**src/rtl/dadder_dp_arb.sv**
```systemverilog
// dadder_dp_arb
//   Round-robin arbiter/sequencer sharing one decimal adder/subtracter among
//   NUM_REQ requesters. One operation is in flight at a time. The winner's
//   operands are latched and presented to the adder with a 1-cycle vld_in
//   pulse. The result, or a timeout abort if the adder stalls, is returned to
//   that winner as a 1-cycle response strobe.
//   No arithmetic is performed here: operands and results pass unmodified.

module dadder_dp_arb #(
   parameter int NUM_REQ    = 4,
   parameter int DATA_WIDTH = 16,
   parameter int TIMEOUT    = 16
) (
   input  logic                          clk,
   input  logic                          reset_n,
   input  logic [NUM_REQ-1:0]            req_vld,
   output logic [NUM_REQ-1:0]            req_rdy,
   input  logic [NUM_REQ-1:0]            req_op,
   input  logic [NUM_REQ*DATA_WIDTH-1:0] req_a,
   input  logic [NUM_REQ*DATA_WIDTH-1:0] req_b,
   output logic [NUM_REQ-1:0]            rsp_vld,
   output logic                          rsp_of,
   output logic                          rsp_err,
   output logic [DATA_WIDTH-1:0]         rsp_data,
   output logic                          vld_in,
   output logic                          op_in,
   output logic [DATA_WIDTH-1:0]         a_in,
   output logic [DATA_WIDTH-1:0]         b_in,
   input  logic                          vld_out,
   input  logic                          of_out,
   input  logic [DATA_WIDTH-1:0]         data_out,
   output logic                          busy,
   output logic                          spur_err,
   input  logic                          err_clr
);

   localparam int PW = (NUM_REQ > 1) ? $clog2(NUM_REQ) : 1;
   localparam int CW = $clog2(TIMEOUT);

   typedef enum logic [1:0] {
      IDLE  = 2'd0,
      ISSUE = 2'd1,
      WAIT  = 2'd2,
      RESP  = 2'd3
   } state_t;

   state_t              state;
   logic [PW-1:0]       ptr;        // last granted requester
   logic [CW-1:0]       cnt;        // WAIT cycles elapsed without vld_out

   logic [NUM_REQ-1:0]  grant;
   logic [PW-1:0]       grant_idx;
   logic [PW-1:0]       scan_idx;
   logic                found;

   logic                sel_op;
   logic [DATA_WIDTH-1:0] sel_a;
   logic [DATA_WIDTH-1:0] sel_b;

   // Round-robin search: first valid requester starting at ptr+1, wrapping.
   // NOTE: every variable assigned in always_comb gets a default first, so no
   // path can leave it unassigned and infer a latch.
   always_comb begin
      grant     = '0;
      grant_idx = '0;
      scan_idx  = '0;
      found     = 1'b0;
      for (int i = 1; i <= NUM_REQ; i++) begin
         scan_idx = PW'((int'(ptr) + i) % NUM_REQ);
         if (!found && req_vld[scan_idx]) begin
            found            = 1'b1;
            grant_idx        = scan_idx;
            grant[scan_idx]  = 1'b1;
         end
      end
   end

   // Operand mux for the candidate winner, indexed by constant loop slots.
   always_comb begin
      sel_op = 1'b0;
      sel_a  = '0;
      sel_b  = '0;
      for (int i = 0; i < NUM_REQ; i++) begin
         if (grant_idx == PW'(i)) begin
            sel_op = req_op[i];
            sel_a  = req_a[i*DATA_WIDTH +: DATA_WIDTH];
            sel_b  = req_b[i*DATA_WIDTH +: DATA_WIDTH];
         end
      end
   end

   // Accept strobe is only offered in IDLE, and is forced low while reset is
   // asserted so every output reads zero during reset.
   assign req_rdy = (state == IDLE && reset_n) ? grant : '0;

   // Sequencer: accept, issue, wait for the adder, respond.
   // NOTE: sequential state uses non-blocking assignments so every register
   // samples the pre-edge values, independent of statement order.
   always_ff @(posedge clk or negedge reset_n) begin
      if (!reset_n) begin
         state    <= IDLE;
         ptr      <= PW'(NUM_REQ - 1);
         cnt      <= '0;
         vld_in   <= 1'b0;
         op_in    <= 1'b0;
         a_in     <= '0;
         b_in     <= '0;
         rsp_vld  <= '0;
         rsp_of   <= 1'b0;
         rsp_err  <= 1'b0;
         rsp_data <= '0;
         busy     <= 1'b0;
      end else begin
         unique case (state)
            IDLE: begin
               if (found) begin
                  // Operands are captured here; later changes on the
                  // requester side have no effect on this operation.
                  op_in  <= sel_op;
                  a_in   <= sel_a;
                  b_in   <= sel_b;
                  ptr    <= grant_idx;
                  vld_in <= 1'b1;
                  busy   <= 1'b1;
                  state  <= ISSUE;
               end
            end
            ISSUE: begin
               vld_in <= 1'b0;
               cnt    <= '0;
               state  <= WAIT;
            end
            WAIT: begin
               if (vld_out) begin
                  // A result on the final WAIT cycle still beats the timeout.
                  rsp_vld[ptr] <= 1'b1;
                  rsp_of       <= of_out;
                  rsp_err      <= 1'b0;
                  rsp_data     <= data_out;
                  state        <= RESP;
               end else if (cnt == CW'(TIMEOUT - 1)) begin
                  rsp_vld[ptr] <= 1'b1;
                  rsp_of       <= 1'b0;
                  rsp_err      <= 1'b1;
                  rsp_data     <= '0;
                  state        <= RESP;
               end else begin
                  cnt <= cnt + 1'b1;
               end
            end
            RESP: begin
               rsp_vld  <= '0;
               rsp_of   <= 1'b0;
               rsp_err  <= 1'b0;
               rsp_data <= '0;
               busy     <= 1'b0;
               state    <= IDLE;
            end
            default: state <= IDLE;
         endcase
      end
   end

   // Sticky flag for adder results arriving when none is expected,
   // including a late result after a timeout. Set wins over clear.
   always_ff @(posedge clk or negedge reset_n) begin
      if (!reset_n) begin
         spur_err <= 1'b0;
      end else if (vld_out && state != WAIT) begin
         spur_err <= 1'b1;
      end else if (err_clr) begin
         spur_err <= 1'b0;
      end
   end

endmodule

```
**config.mk**
```make
export PLATFORM = sky130hd
export DESIGN_NAME = dadder_dp_arb
export DESIGN_NICKNAME = d
export VERILOG_FILES = /design/src/rtl/dadder_dp_arb.sv
export SDC_FILE = /design/constraint.sdc
export NUM_CORES = 1
export LEC_CHECK = 0
export BUFFER_PORTS_ARGS = -buffer_cell sky130_fd_sc_hd__buf_4
export CAP_MARGIN = 10
export CORE_ASPECT_RATIO = 1.25
export CORE_MARGIN = 3
export CORE_UTILIZATION = 50
export CTS_CLUSTER_DIAMETER = 40
export DETAILED_ROUTE_END_ITERATION = 12
export PLACE_DENSITY_LB_ADDON = 0.25
export SETUP_SLACK_MARGIN = 0.3
export SLEW_MARGIN = 25
export SYNTH_ARGS = -nofsm -noshare
export SYNTH_HDL_FRONTEND = slang
export SYNTH_SLANG_ARGS = --single-unit
```
**constraint.sdc**
```tcl
create_clock -name clk -period 4.9 [get_ports clk]
set_clock_uncertainty 0.2 [all_clocks]
set_input_delay 0.245 -clock clk [delete_from_list [all_inputs] [get_ports clk]]
set_output_delay 0.245 -clock clk [all_outputs]
set_load 0.1 [all_outputs]
```
* After elaboration in Yosys (flattened, before gate mapping)
Index checks and enable logic that the tools add are counted.
Storage, ports and cells: input bits 157, word-level logic and storage cells 137, flip-flop bits (word level) 66, output and inout bits 62
Cells by class: bitwise gates (word level) 4, add/subtract/negate cells 5, order comparisons 10, multiplexer cells 67, equal/unequal tests 12, reductions and logical operators 26
Operator list (count):
- two-way mux 16 bit | 10
- two-way mux 4 bit | 9
- case mux 16 bit (2 select lines) | 1
- two-way mux 1 bit | 24
- OR 4 bit | 4
- case mux 4 bit (2 select lines) | 2
- < comparator 2 x 3 -> 1 bit, second input constant | 5
- two-way mux 2 bit | 7
- demux 1 bit (select 2 bit) | 5
- >= comparator 2 x 1 -> 1 bit, second input constant | 5
- logical AND 1 bit | 10
- AND reduction 2 bit | 5
- nonzero test 2 bit | 5
- binary-select mux 1 bit (select 2 bit) | 4
- equality test 2 bit, second input constant | 4
- != test 2 bit, second input constant | 4
- case mux 1 bit (2 select lines) | 4
- case mux 2 bit (4 select lines) | 1
- adder 2 x 1 -> 2 bit, second input constant | 2
- adder 2 bit, second input constant | 2
- adder 4 x 1 -> 4 bit, second input constant | 1
- equality test 2 x 1 -> 1 bit, second input constant | 2
- equality test 4 bit, second input constant | 1
- logical NOT 2 bit | 2
- other kinds (3) | 5

* Logic depth before layout (Yosys ltp)
Gate-level depths: netlist (run 1).
depth in word-level cells 18, depth in mapped cells 11

* Worst setup path after synthesis (run 1)
Ideal clock, no wire load.
kind register to output, start register ptr[0], end output port req_rdy[0], path slack 0.851 ns, buffers on the path 1, arrival 3.604 ns, stages on the path, launching flop included 8, path through dfstp_2 buf_2 inv_1 ha_1 mux4_2 nor2_1 a222oi_1 a21oi_1
On the way: longest elaborated chain between the ends 14, elaborated cells between the ends (all ways) 49, classes of those cells 4 x add/sub; 8 x order compare; 24 x mux; 3 x bitwise; 10 x reduce/logical
RTL lines:
- start: declaration | line 48 | logic [PW-1:0] ptr;
- start signal: assignment | line 102 | ptr <= PW'(NUM_REQ - 1);
- start signal: assignment | line 122 | ptr <= grant_idx;
- branches (longest 12 deep; another with < comparator 2 x 3 -> 1 bit)
- two-way mux 4 bit (*) | line 70 | if (!found && req_vld[scan_idx]) begin
- two-way mux 4 bit (*) | line 94 | assign req_rdy = (state == IDLE && reset_n) ? grant : '0;
- end: declaration | line 17 | output logic [NUM_REQ-1:0] req_rdy,
Mark *: on every way between the ends. The select of a mux whose other input is x is not followed.

* Worst setup path after layout (run 1)
start register ptr[0], end register a_in[2]
On the way: longest elaborated chain between the ends 18, elaborated cells between the ends (all ways) 35, classes of those cells 4 x add/sub; 3 x eq/ne; 20 x mux; 8 x reduce/logical
RTL lines:
- adder 2 x 1 -> 2 bit | line 69 | scan_idx = PW'((int'(ptr) + i) % NUM_REQ);
- binary-select mux 1 bit (select 2 bit) | line 70
- two-way mux 1 bit (not written as such) | line 70
- two-way mux 1 bit | line 70
- logical NOT 1 bit | line 70
- logical AND 1 bit | line 70
- two-way mux 1 bit | line 70
- logical NOT 1 bit | line 70
- logical AND 1 bit | line 70
- two-way mux 1 bit | line 70
- logical NOT 1 bit | line 70
- logical AND 1 bit | line 70
- two-way mux 2 bit | line 70
- logical NOT 2 bit | line 84 | if (grant_idx == PW'(i)) begin
- two-way mux 16 bit (4 in a row) | line 84
- end signal: assignment | line 120 | a_in <= sel_a;
- end: declaration | line 27 | output logic [DATA_WIDTH-1:0] a_in,
Parallel ways exist; a longest one is shown, timed or not. The select of a mux whose other input is x is not followed. A chain may end at the register's enable or synchronous reset.

==> metrics.csv, run 1 <==
metric,value,unit
status,"finished, final reports clean",
path_max_fanout,25,
synth_cell_types,52,
grt_usage,29.69,%
synth_most_common_cell,nand2_1,
fin_crit,4.100,ns
max_cap_violations,0,
r2r_cells,7,
drive_gt1_share,38.21,%
arrival,4.08,ns
dr.pass1.iters,5,
max_freq,243.9,MHz
port_buffers,218,
register_area,0.001654,sq mm
coreArea,0.008379,sq mm
r2r_setup_slack,0.80,ns
dr_total_vias,4558,
grt_pass1_vias,4632,
ys_ff_latch,66,
nets,857,
min_delay_path_depth,3,
rr_endpoint,a_in[2],
fill_cells,579,
totalWireLength,14740,um
drcViolationCount,0,
slew_viol_final,0,
grt-ovfl-total,0,
initial_core_util,52.07,%
crit_required,4.88,ns
rsz0062_at_grt,false,
syn_area,0.004363,sq mm
die_h,110.4,um
post_cts_resized,0,
viasPerCell,5.641,
relSlewSlack,36.74,%
synth-main-ff-cell,dfrtp_1,
syn_to_final_growth,47.18,%
netlist_instances,471,
hold_start,req_b[26],
dieWidth,89.55,um
post-route-period-util,83.68,%
grt_pass1_wl,22940,um
min_to,b_in[10],
drt_iter0_markers,194,
cts-root-buf,clkbuf_8,
cts.sinks,66,
ys_seq_area_share,37.91,%
synth_warnings,0,
cts_buffer_depth,2,
synth_edf_count,0,
dieArea,0.009890,sq mm
final-setup-viol-count,0,
synth_top_area_cell,dfrtp_1,
holdWs,0.03517,ns
dp_cells,773,
instances_no_fill,808,
drt-wirelength-per-cell,18.24,um
multiInputGateArea,0.002485,sq mm
htreeDepth,3,
cts_buffers,9,
cp-end-kind,flip-flop,
n_antenna_cell,0,
avgSynthCellArea,9.263,sq um
cp-start-kind,flip-flop,
path_class,flip-flop to flip-flop,
synth_top_area_share,36.71,%
grt_max_degree,68,
dp_hpwl,10450,um
async_flop_share,100.0,%
worst_pin_slew,0.9489,ns
netlist_top_cells_count,"nand2_1, dfrtp_1, a211oi_1",
antenna_found_initial,0,
ioPinCount,219,
drt.antenna.violating_nets,0,
rows,37,
place_area,0.005995,sq mm
yosys-top-cells-area,"dfrtp_1, a211oi_1, mux2i_1, nand2_1, a2111oi_4",
final_area,0.006421,sq mm
hold_path_class,input pin to flip-flop,
hold_viol_final,0,
regToRegStartpoint,ptr[0],
place.gp.congestion,0.8434,
insertion_delay,0.35,ns
cts_tree,done,
syn-num-nets,642,
setup_tns,0,ns
clkSlewWorstSetupHoldPaths,0.08,ns
## logic make-up after synthesis
| group | synth area share [%] |
|---|---|
| flops | 37.91 |
| xor+xnor | 0.4016 |
| simple gates | 15.80 |
| mux | 10.12 |
| compound gates | 26.15 |
| buf+inv | 5.592 |
| fa+ha+maj | 4.015 |
## cell type report
| class | count | area share (%) |
|---|---|---|
| clock buffers | 10 | 2.143 |
| clock inverters | 6 | 1.383 |
| inverters | 10 | 0.5846 |
| multi-input cells | 356 | 38.70 |
| flip-flops and latches | 66 | 25.76 |
| well taps | 117 | 2.280 |
| repair buffers | 243 | 29.15 |
## worst max-delay path, stage by stage (launching register included)
cell       delay, ns
dfstp_2         0.76
inv_1           0.18
ha_1            0.42
mux4_2          0.60
o211a_1         0.41
or2_2           0.69
a2111oi_0       0.56
a211oi_1        0.10
## repair_timing
| action | 4_1_cts | 5_1_grt |
|---|---|---|
| setup buffers | 0 | 0 |
| hold endpoints to repair | 82 | 0 |
| hold buffers | 19 | 0 |
## worst max-delay path by stage
stage,startpoint,endpoint,slack [ns],depth (start not counted)
6_report,ptr[0],a_in[2],0.80,7
5_1_grt,ptr[0],a_in[2],0.50,7
4_1_cts,ptr[0],a_in[2],0.81,7
3_5_place_dp,ptr[0],a_in[2],0.83,7
3_3_place_gp,ptr[0],a_in[2],0.99,7
2_1_floorplan,ptr[0],req_rdy[0],0.85,7
## stage by stage
step,util [%],setup WS (ns)
2_1_floorplan,-,0.8510
3_3_place_gp,71.54,0.9909
3_5_place_dp,71.54,0.8256
4_1_cts,76.51,0.8133
5_1_grt,76.63,0.4975
6_report,76.63,0.7997
## flip-flops by register name, summed over array words and instances (netlist names)
register,flops
rsp_of,1
state,2
rsp_err,1
busy,1
op_in,1
ptr,2
vld_in,1
cnt,4
b_in,16
rsp_vld,4
rsp_data,16
spur_err,1
a_in,16
## placed cells by master (no fill, tap or decap), types with 14 or more instances in the layout
| cell | n |
|---|---|
| buf_4 | 224 |
| nand2_1 | 65 |
| dfrtp_1 | 64 |
| a211oi_1 | 53 |
| nor2_1 | 44 |
| mux2i_1 | 36 |
| a21oi_1 | 29 |
| o21ai_0 | 28 |
| dlygate4sd3_1 | 19 |
| nor3b_1 | 15 |
| ha_1 | 14 |
## routing by layer
metal | GRT usage [%] | wire length, um | part of all wire (%)
met1 | 33.87 | 5388 | 37
met2 | 49.85 | 7406 | 50
met3 | 8.955 | 1470 | 10
met4 | 12.71 | 476 | 3.2
met5 | 0 | 0 | 0
Power of run 1 is not shown: default switching activity piles up to over one toggle a cycle in this logic, so the estimate is an artifact.
==> run 2: changes to the inputs <==
Settings changed: CORE_UTILIZATION 50 to 42.
Clock period 4.9 ns to 3.77 ns, I/O delays scaled along.
==> run 2 against run 1 <==
- cell count up 3.3%
- hold slack got worse by 0.030 ns
- maximum frequency is 24% higher
- register-to-register slack lost 0.35 ns
- flip-flop and latch count stayed put
- wire length up 0.24%
- design area rose by 3.9%
- first-iteration DRC count grew 30%
- via count shrank 0.18%
==> metrics.csv, run 2 (synthesized netlist as in run 1, its figures left out) <==
metric,value,unit,change
totalWireLength,14780,um,+0.24%
die_h,120.0,um,+8.6%
slowest_delay,0.59,ns,-0.17 ns
setup_tns,0,ns,unchanged
initial_core_util,44.25,%,-7.8 points
drcViolationCount,0,,unchanged
register_area,0.001654,sq mm,unchanged
drt-wirelength-per-cell,17.70,um,-3.0%
cts_tree,done,,
cts_buffer_depth,2,,unchanged
htreeDepth,3,,unchanged
fill_cells,810,,+40%
reg_top3,"a_in: 16 flops, b_in: 16 flops, rsp_data: 16 flops",,
status,"finished, final reports clean",,
antenna_found_initial,0,,unchanged
grt-ovfl-total,0,,unchanged
grt_pass1_wl,23040,um,+0.45%
cts_buffers,9,,unchanged
grt_pass1_vias,4645,,+0.28%
dieArea,0.01165,sq mm,+18%
grt_usage,24.42,%,-5.3 points
worst_pin_slew,0.8244,ns,-0.1246 ns
viasPerCell,5.449,,-3.4%
post-route-period-util,87.96,%,+4.3 points
insertion_delay,0.33,ns,-0.02 ns
hold_path_class,input pin to flip-flop,,
slew_viol_final,0,,unchanged
drt_iter0_markers,253,,+30%
final-setup-viol-count,0,,unchanged
coreArea,0.009859,sq mm,+18%
port_buffers,218,,unchanged
path_max_fanout,11,,-56%
grt_max_degree,67,,-1.5%
cts.sinks,66,,unchanged
multiInputGateArea,0.002511,sq mm,+1.1%
worstPathCellList,"inv_1, ha_2, mux4_2, o211a_1, or2_4, buf_4, a2111oi_4, a211oi_1",,
place.gp.congestion,0.8242,,-2.3%
dp_hpwl,10860,um,+4.0%
drt.antenna.violating_nets,0,,unchanged
layout_common_cells,"buf_4, nand2_1, dfrtp_1",,
nets,875,,+2.1%
dieWidth,97.16,um,+8.5%
cp-end-kind,flip-flop,,
dr_total_vias,4550,,-0.18%
path_class,flip-flop to flip-flop,,
cp-start-kind,flip-flop,,
drive_gt1_share,39.55,%,+1.3 points
arrival,3.27,ns,-0.81 ns
cp_slowest_cell,dfstp_2,,
layout_commonest_cell,buf_4,,
relSlewSlack,45.04,%,+8.3 points
dr.pass1.iters,4,,-1
cts-root-buf,clkbuf_16,,
max_freq,301.5,MHz,+24%
crit_required,3.73,ns,-1.15 ns
ioPinCount,219,,unchanged
syn_to_final_growth,52.91,%,
clkSlewWorstSetupHoldPaths,0.06,ns,-0.02 ns
hold_viol_final,0,,unchanged
rsz0062_at_grt,false,,
fin_crit,3.316,ns,-0.7840 ns
rows,40,,+8.1%
max_cap_violations,0,,unchanged
[run 2: final timing paths]
path | startpoint | end | slack [ns] | cells past startpoint
max | ptr[1] | a_in[9] | 0.45 | 8
min | req_b[26] | b_in[10] | 0.005 | 3
max reg2reg | ptr[1] | a_in[9] | 0.45 | 8
min reg2reg | rsp_data[8] | rsp_data[8] | 0.28 | 2
max in group asynchronous | reset_n | b_in[1] | 2.41 | 3
min in group asynchronous | reset_n | cnt[1] | 0.42 | 3
[run 2: worst max-delay path, delay by kind of cell, from the launching register on]
kind	cells	cell delay (ns)
fa+ha+maj	1	0.40
mux	1	0.58
flops	1	0.59
compound gates	3	0.69
buf+inv	2	0.32
simple gates	1	0.36
[run 2: routing by layer]
| layer | vias to the layer above | routed length [um] | track usage [%] |
|---|---|---|---|
| li1 | 2182 | - | - |
| met1 | 2132 | 5559 | 26.75 |
| met2 | 206 | 7559 | 43.35 |
| met3 | 30 | 1270 | 7.267 |
| met4 | 0 | 387 | 10.97 |
| met5 | - | 0 | 0 |
[run 2: layout make-up]
cell class	instances	share of cell area (%)
timing repair buffer	260	30.31
tap	126	2.363
clock buffer	12	3.695
inverter	10	0.5626
antenna	1	0.03751
sequential	66	24.79
clock inverter	3	0.6001
multi-input combinational	357	37.64
[run 2: metrics by stage]
stage                     setup slack, ns  cell area, sq um  utilization [%]  hold slack [ns]  std cells
after floorplan                    0.3183              4378                -          -0.3071        471
after global placement             0.1972              6108            61.95           0.1816        792
after detailed placement          0.07951              6108            61.95           0.1871        792
after CTS                          0.3398              6634            67.28         0.001113        831
after global routing               0.3183              6669            67.64          0.01177        834
final                              0.4537              6671            67.66         0.004910        835
[run 2: timing repair]
action,CTS,global route
gates cloned,1,0
endpoints found under the setup margin,34,23
hold buffers,23,0
pin swaps,0,0
endpoints found under the hold margin,84,0
resized for setup,1,1
setup buffers,0,3
Power of run 2 is left out for the same reason.
